[src/rtl/popcnt_window_pkg.sv]
// Shared types and size helpers for the windowed population counter.
package popcnt_window_pkg;

    typedef enum logic {
        IDLE  = 1'b0,
        ACCUM = 1'b1
    } state_t;

    // Number of 6-bit groups needed to tile a WIDTH-bit word.
    function automatic int calc_ngroups(input int width);
        return (width + 5) / 6;
    endfunction

    // Bits needed to hold a count in 0..width.
    function automatic int calc_cnt_w(input int width);
        return $clog2(width + 1);
    endfunction

endpackage

[src/rtl/popcnt_window_popcnt6.sv]
// 6-bit population count primitive; ABSTRACT_MODEL selects a plain sum
// instead of the explicit full-adder tree.
module popcnt6 #(
    parameter int ABSTRACT_MODEL = 0
) (
    input  logic [5:0] i_x,
    output logic [2:0] o_cnt
);

    generate
        if (ABSTRACT_MODEL != 0) begin : g_abstract
            assign o_cnt = 3'(i_x[0]) + 3'(i_x[1]) + 3'(i_x[2])
                         + 3'(i_x[3]) + 3'(i_x[4]) + 3'(i_x[5]);
        end else begin : g_tree
            logic s_lo, c_lo, s_hi, c_hi;
            // Two full adders compress each triple to a 2-bit count.
            assign s_lo = i_x[0] ^ i_x[1] ^ i_x[2];
            assign c_lo = (i_x[0] & i_x[1]) | (i_x[2] & (i_x[0] ^ i_x[1]));
            assign s_hi = i_x[3] ^ i_x[4] ^ i_x[5];
            assign c_hi = (i_x[3] & i_x[4]) | (i_x[5] & (i_x[3] ^ i_x[4]));
            assign o_cnt = {1'b0, c_lo, s_lo} + {1'b0, c_hi, s_hi};
        end
    endgenerate

endmodule

[src/rtl/popcnt_window.sv]
// Streaming windowed population counter: per-sample popcount, accumulated
// over WINDOW_LEN valid samples. Define POPCNT_WINDOW_SATURATE_EN to clamp.
module popcnt_window
    import popcnt_window_pkg::*;
#(
    parameter int WIDTH          = 32,
    parameter int WINDOW_LEN     = 16,
    parameter int ACC_W          = 16,
    parameter int ABSTRACT_MODEL = 0
) (
    input  logic             i_clk,
    input  logic             i_rst,
    input  logic             i_cg,
    input  logic             i_valid,
    input  logic [WIDTH-1:0] i_x,
    input  logic             i_clear,
    output logic             o_valid,
    output logic [ACC_W-1:0] o_total,
    output logic             o_overflow,
    output logic             o_busy
);

    localparam int NGROUPS = calc_ngroups(WIDTH);
    localparam int PAD_W   = NGROUPS * 6;
    localparam int CNT_W   = calc_cnt_w(WIDTH);
    localparam int NS_W    = (WINDOW_LEN > 1) ? $clog2(WINDOW_LEN) : 1;

    logic [PAD_W-1:0]          x_pad;
    logic [NGROUPS-1:0][2:0]   grp_cnt;
    logic [CNT_W-1:0]          cnt_sum;

    logic [CNT_W-1:0]          s1_cnt;
    logic                      s1_vld;

    logic [ACC_W-1:0]          acc;
    logic [NS_W-1:0]           nsamp;
    logic                      sticky;
    logic                      vld_r;
    state_t                    state;

    logic [ACC_W:0]            acc_sum;
    logic                      carry;
    logic [ACC_W-1:0]          acc_next;
    logic                      last_smp;

    always_comb begin
        x_pad = '0;
        x_pad[WIDTH-1:0] = i_x;
    end

    for (genvar g = 0; g < NGROUPS; g++) begin : g_grp
        popcnt6 #(.ABSTRACT_MODEL(ABSTRACT_MODEL)) u_pc6 (
            .i_x   (x_pad[g*6 +: 6]),
            .o_cnt (grp_cnt[g])
        );
    end

    always_comb begin
        cnt_sum = '0;
        for (int g = 0; g < NGROUPS; g++)
            cnt_sum += CNT_W'(grp_cnt[g]);
    end

    // A clear drops the sample arriving with it as well as the one in flight.
    always_ff @(posedge i_clk) begin
        if (i_rst) begin
            s1_vld <= 1'b0;
            s1_cnt <= '0;
        end else if (i_cg) begin
            s1_vld <= i_valid & ~i_clear;
            s1_cnt <= cnt_sum;
        end
    end

    always_comb begin
        acc_sum = {1'b0, acc} + (ACC_W+1)'(s1_cnt);
        carry   = acc_sum[ACC_W];
`ifdef POPCNT_WINDOW_SATURATE_EN
        acc_next = carry ? '1 : acc_sum[ACC_W-1:0];
`else
        acc_next = acc_sum[ACC_W-1:0];
`endif
        last_smp = (nsamp == NS_W'(WINDOW_LEN - 1));
    end

    always_ff @(posedge i_clk) begin
        if (i_rst) begin
            acc        <= '0;
            nsamp      <= '0;
            sticky     <= 1'b0;
            vld_r      <= 1'b0;
            o_total    <= '0;
            o_overflow <= 1'b0;
            state      <= IDLE;
        end else if (i_cg) begin
            vld_r <= 1'b0;
            if (i_clear) begin
                acc    <= '0;
                nsamp  <= '0;
                sticky <= 1'b0;
                state  <= IDLE;
            end else if (s1_vld) begin
                if (last_smp) begin
                    o_total    <= acc_next;
                    o_overflow <= sticky | carry;
                    vld_r      <= 1'b1;
                    acc        <= '0;
                    nsamp      <= '0;
                    sticky     <= 1'b0;
                    state      <= IDLE;
                end else begin
                    acc    <= acc_next;
                    nsamp  <= nsamp + NS_W'(1);
                    sticky <= sticky | carry;
                    state  <= ACCUM;
                end
            end
        end
    end

    // The pulse is held while gated off and shows on the next enabled cycle.
    assign o_valid = vld_r & i_cg;
    assign o_busy  = (state == ACCUM);

endmodule

[config.mk]
export PLATFORM = sky130hd
export DESIGN_NAME = popcnt_window
export DESIGN_NICKNAME = d
export VERILOG_FILES = /design/src/rtl/popcnt_window_pkg.sv /design/src/rtl/popcnt_window_popcnt6.sv /design/src/rtl/popcnt_window.sv
export SDC_FILE = /design/constraint.sdc
export NUM_CORES = 1
export LEC_CHECK = 0
export ABC_CLOCK_PERIOD_IN_PS = 3900
export BUFFER_PORTS_ARGS = -buffer_cell sky130_fd_sc_hd__buf_2
export CORE_MARGIN = 1.5
export CORE_UTILIZATION = 50
export DETAILED_ROUTE_END_ITERATION = 10
export PLACE_DENSITY = 0.76
export RECOVER_POWER = 100
export SYNTH_ARGS = -nofsm -noshare
export SYNTH_HDL_FRONTEND = slang
export SYNTH_SLANG_ARGS = --single-unit
[constraint.sdc]
create_clock -name i_clk -period 3.9 [get_ports i_clk]
set_clock_uncertainty 0.1 [all_clocks]
set_input_delay 0.195 -clock i_clk [delete_from_list [all_inputs] [get_ports i_clk]]
set_output_delay 0.195 -clock i_clk [all_outputs]
set_load 0.1 [all_outputs]
==> results.txt, run 1 <==
Hold path endpoint - s1_vld
CP max stage delay - 0.54 ns
H-tree levels - 2
PD cells - 533.3 nW/um^2
First-pass GRT wire length - 10520 um
Commonest non-fill, non-tap cell in the layout - dfxtp_1
DRC errors left - 0
Routed wire per std cell - 13.13 um
Routing usage on met3 - 3.750%
Final wirelength - 5882 um
Synth unique cells - 46
Worst skew pair latency - 0.30 ns
Synthesized instance count - 323
Seq/Total Area, Yosys - 31.64%
Layout cells sized above 1 - 14.63%
Port Buf Inserts - 55
Max Clock Freq - 263.6 MHz
Final setup violating endpoints - 0
Synth top area share - 31.64%
Clock buffer depth - 2
Die Area - 6420 um^2
Total GRT Usage - 20.83%
Die X - 80.13 um
Crit Path Class - in -> reg
Largest net degree at the start of global routing - 44
Status - completed
CTS tree - done
Clock sinks - 47
Routability cong. - 0.8606
CORE AREA - 5608 um^2
Area Growth Syn to Fin - 15.36%
Busiest grt layer - met2
Hold Path Stages - 3
Crit path buffers/inverters - 4
Total CTS buffers - 5
Hold path start - i_valid
ANT cells - 0
CP Max Fanout - 2
Initial Util - 53.03%
Tmin final - 3.794 ns
CTS root buf - clkbuf_8
R2R depth - 7
Max_cap viols - 0
GR Overflow Total - 0
First-pass detailed-route iteration total - 5
Worst R2R Start - s1_cnt[0]
WP data arrival - 3.85 ns
Async SR Flop Fraction - 0%
Via count - 2391
Number of global-route vias before repair - 2350
Slowest CP cell - fa_1
Syn. warnings - 0
Die Y - 80.13 um
Core Rows - 27
Ports - 56
Worst vdd ir - 296.7 uV
Iter 0 DRT Violations - 219
Leakage - 1.438 nW
Mean Syn Cell Area - 9.208 um^2
Most used cell, CP - fa_1
Main synth FF type - dfxtp_1
Fin crit share - 97.28%
DR vias/cell - 5.337
Hold Worst Slack - 0.06967 ns
GR Layer Usage met1 - 27.30%
Commonest non-fill, non-tap cells in the layout - 47 x dfxtp_1, 39 x inv_1, 34 x buf_2
Final ANT Viol Nets - 0
Clock Pin Slew Worst Setup and Hold Paths - 0.08 ns
Crit Reg-Reg Endpoint - o_overflow
Crit. End Element - flip-flop
Cell Area, Synth - 2974 um^2
Syn_nets - 401
EDFF count, synth - 0
Synthesized flop and latch total - 47
Worst R2R Setup Slack - 1.34 ns
Max Slew Vio Count - 0
Slew of the pin with the lowest slew margin - 1.190 ns
CP delay by family, top - adder cells
CP Cell Sequence - clkbuf_1, fa_1, fa_1, fa_1, fa_1, inv_1, fa_1, inv_1, ha_1, inv_1, fa_2, xnor2_2, mux2i_1, nor2_1
WP data required - 3.95 ns
Met2 usage - 35.63%
Setup TNS - 0 ns
Post-synth top area cell - dfxtp_1
Final Hold Vio Count - 0
Nets - 453
Hold/Removal Path Class - in -> reg
Post-CTS Setup Repair Bufs - 0
Initial antenna violation count - 0
Largest cells by area after synthesis - dfxtp_1 32%, fa_1 19%, ha_1 5.5%
Rel. slew slack - 21.00%
Startpoint types - primary input
Hpwl dp - 4483 um
## flip-flops by register name, indices dropped and copies added, names as in the netlist
| register | flops |
|---|---|
| acc | 16 |
| nsamp | 4 |
| o_busy | 1 |
| o_overflow | 1 |
| o_total | 16 |
| s1_cnt | 6 |
| s1_vld | 1 |
| sticky | 1 |
| vld_r | 1 |
## layer usage
| layer | up-vias | wire length [um] |
|---|---|---|
| li1 | 1212 | - |
| met1 | 1110 | 2788 |
| met2 | 63 | 2782 |
| met3 | 6 | 240 |
| met4 | 0 | 70 |
| met5 | - | 0 |
## report_power, final
part           leakage (nW)  internal, mW  switching [mW]
sequential            0.380         0.502          0.0129
combinational         0.993         0.448           0.450
clock                0.0654         0.256           0.161
## cell usage after synthesis (4+ instances only)
cell      instances
dfxtp_1          47
inv_1            40
nor2_1           30
fa_1             28
nand2_1          20
a21oi_1          18
ha_1             13
a211oi_1         12
clkbuf_1         11
a31oi_1          10
xnor2_1           7
xor2_1            7
nand2b_1          6
nand3_1           6
o21ai_0           6
a22oi_1           5
a21o_1            4
a311oi_1          4
a41oi_1           4
nand4_1           4
nor3_1            4
## repair_timing
item                       CTS  global route
resized for setup            0             7
setup endpoints to repair    0             3
hold endpoints to repair     0             0
hold buffers                 0             0
## per-stage QoR
| stage | worst slack (ns) | instance area [um^2] | utilization, % | cells | power, mW |
|---|---|---|---|---|---|
| 4_1_cts | 0.03142 | 3452 | 61.56 | 448 | 1.777 |
| 3_3_place_gp | -0.1641 | 3319 | 59.19 | 440 | 1.326 |
| 5_1_grt | -0.01998 | 3431 | 61.18 | 448 | 2.021 |
| 3_5_place_dp | -0.2739 | 3319 | 59.19 | 440 | 1.355 |
| 6_report | 0.1063 | 3431 | 61.18 | 448 | 1.830 |
| 2_1_floorplan | 0.03094 | 2974 | - | 323 | 1.157 |
## tightest hold or removal path: cells and delay by family
family          cells  cell delay, ns
buf+inv             1            0.10
compound gates      1            0.06
simple gates        1            0.07
## cells by family (layout without fill, tap and decap cells)
logic type,after synthesis,after routing,synth area share (%)
compound gates,77,77,17.59
xor+xnor,14,14,4.123
fa+ha+maj,41,41,24.32
buf+inv,54,107,6.899
flops,47,47,31.64
mux,3,3,1.010
simple gates,87,87,14.43
## worst max-delay path by stage
stage	slack, ns	cells past startpoint	to	from
after floorplan	0.03	15	s1_cnt[3]	i_x[6]
after global placement	-0.16	16	s1_cnt[3]	i_x[12]
after detailed placement	-0.27	16	s1_cnt[3]	i_x[12]
after CTS	0.03	16	s1_cnt[3]	i_x[12]
after global routing	-0.02	16	s1_cnt[3]	i_x[24]
final	0.11	14	s1_cnt[3]	i_x[9]
## final cells by class
type | instances | area, um^2
flip-flops and latches | 47 | 940.9
multi-input cells | 222 | 1846
clock buffers | 6 | 72.57
repair buffers | 59 | 271.5
inverters | 40 | 150.1
well taps | 72 | 90.09
clock inverters | 2 | 60.06
fillers | 512 | 2177
No activity file was read; power rests on OpenSTA's default activity.
==> run 2, diff against run 1 <==
--- a/config.mk
+++ b/config.mk
@@ -7,10 +7,11 @@
 export LEC_CHECK = 0
 export ABC_CLOCK_PERIOD_IN_PS = 3900
 export BUFFER_PORTS_ARGS = -buffer_cell sky130_fd_sc_hd__buf_2
+export CAP_MARGIN = 20
 export CORE_MARGIN = 1.5
-export CORE_UTILIZATION = 50
+export CORE_UTILIZATION = 45
 export DETAILED_ROUTE_END_ITERATION = 10
-export PLACE_DENSITY = 0.76
+export PLACE_DENSITY = 0.69
 export RECOVER_POWER = 100
 export SYNTH_ARGS = -nofsm -noshare
 export SYNTH_HDL_FRONTEND = slang
==> results.txt, run 2 (same netlist as run 1, synthesis figures left out) <==
Max Clock Freq - 267.0 MHz
Post-CTS Setup Repair Bufs - 0
Clock buffer depth - 2
Worst vdd ir - 286.8 uV
Post-CTS Resized - 0
CP Max Fanout - 2
Tmin final - 3.746 ns
Rel. slew slack - 22.08%
Non-Filler Instances - 452
Max Slew Vio Count - 0
Fin crit share - 96.05%
Area Growth Syn to Fin - 14.30%
Number of global-route vias before repair - 2433
Max_cap viols - 0
Largest net degree at the start of global routing - 44
DRC errors left - 0
Crit. End Element - flip-flop
Initial antenna violation count - 0
Hold/Removal Path Class - in -> reg
Final wirelength - 5923 um
PD cells - 511.0 nW/um^2
Status - completed
Post-route setup slack - 0.1540 ns
Die Area - 7106 um^2
# hold bufs at CTS - 0
Die Y - 84.30 um
Placed cell count - 445
Hpwl dp - 4544 um
WP data required - 3.96 ns
Initial Util - 46.84%
Final ANT Viol Nets - 0
H-tree levels - 2
CP Cell Sequence - buf_2, fa_1, inv_1, fa_1, inv_1, fa_1, fa_1, inv_1, fa_1, inv_1, ha_2, inv_1, fa_2, xnor2_1, mux2i_1, nor2_1
Unrepaired setup endpoints after global routing - true
Filler cell count - 611
Die X - 84.30 um
Routability cong. - 0.8272
Via count - 2411
CTS root buf - clkbuf_8
WP data arrival - 3.80 ns
ANT cells - 0
Leakage - 1.423 nW
CP max stage delay - 0.52 ns
Port Buf Inserts - 55
Crit Path Class - in -> reg
Total GRT Usage - 18.56%
Slowest CP cell - fa_1
Core Rows - 29
Final Core Density - 53.54%
Startpoint types - primary input
Routed wire per std cell - 13.10 um
CTS tree - done
Largest registers - acc x16, o_total x16, s1_cnt x6
CORE AREA - 6350 um^2
Total CTS buffers - 5
Clock Pin Slew Worst Setup and Hold Paths - 0.08 ns
Final setup violating endpoints - 0
Worst R2R Setup Slack - 1.29 ns
Commonest non-fill, non-tap cell in the layout - dfxtp_1
Slew of the pin with the lowest slew margin - 1.174 ns
Final Hold Vio Count - 0
First-pass detailed-route iteration total - 4
GR Overflow Total - 0
Worst skew pair latency - 0.30 ns
Clock sinks - 47
Combined area of the multi-input logic cells - 1836 um^2
Setup TNS - 0 ns
Dpl ws - -0.2286 ns
Iter 0 DRT Violations - 86
Ports - 56
Register area - 940.9 um^2
Commonest non-fill, non-tap cells in the layout - 47 x dfxtp_1, 40 x inv_1, 36 x buf_2
First-pass GRT wire length - 10830 um
Layout cells sized above 1 - 14.13%
Nets - 453
DR vias/cell - 5.334
[run 2: cell count changes in the layout (fill, tap and decap cells not counted), sizes merged]
cell,change
buf,+2
clkbuf,-2
bufinv,-1
[run 2: worst max-delay path: cells and delay by family]
| kind | cells | cell delay [ns] |
|---|---|---|
| buffers and inverters | 6 | 0.39 |
| XOR/XNOR | 1 | 0.14 |
| multiplexers | 1 | 0.13 |
| AND/OR/NAND/NOR | 1 | 0.05 |
| adder cells (fa/ha/maj) | 7 | 2.90 |
[run 2: per-stage QoR]
step | instance area, um^2 | hold WS (ns) | total power, mW
2_1_floorplan | 2974 | 0.2588 | 1.157
3_3_place_gp | 3326 | 0.3437 | 1.357
3_5_place_dp | 3326 | 0.3460 | 1.387
4_1_cts | 3428 | 0.05150 | 1.739
5_1_grt | 3400 | 0.05525 | 1.939
6_report | 3400 | 0.05234 | 1.737
[run 2: cell type report]
type	instances	area share, %
multi-input cells	222	53.99
flip-flops and latches	47	27.68
repair buffers	59	8.060
clock inverters	1	0.8833
inverters	40	4.417
well taps	77	2.834
clock buffers	6	2.135
[run 2: layer usage]
layer	vias up	track usage, %	routed length (um)	share of wire, %
li1	1211	-	-	-
met1	1141	24.51	2761	47
met2	51	31.49	2897	49
met3	8	3.048	198	3.3
met4	0	5.365	66	1.1
met5	-	0	0	0
[run 2: worst paths after layout]
path                                start          to  depth (start not counted)
worst max-delay path              i_x[12]   s1_cnt[3]                         16
worst min-delay path              i_valid      s1_vld                          3
worst max register to register  s1_cnt[0]  o_overflow                          7
worst min register to register     o_busy      o_busy                          2
[run 2: report_power, final]
part,internal [mW],switching [mW]
clock network,0.188,0.159
logic,0.429,0.444
registers,0.502,0.0161
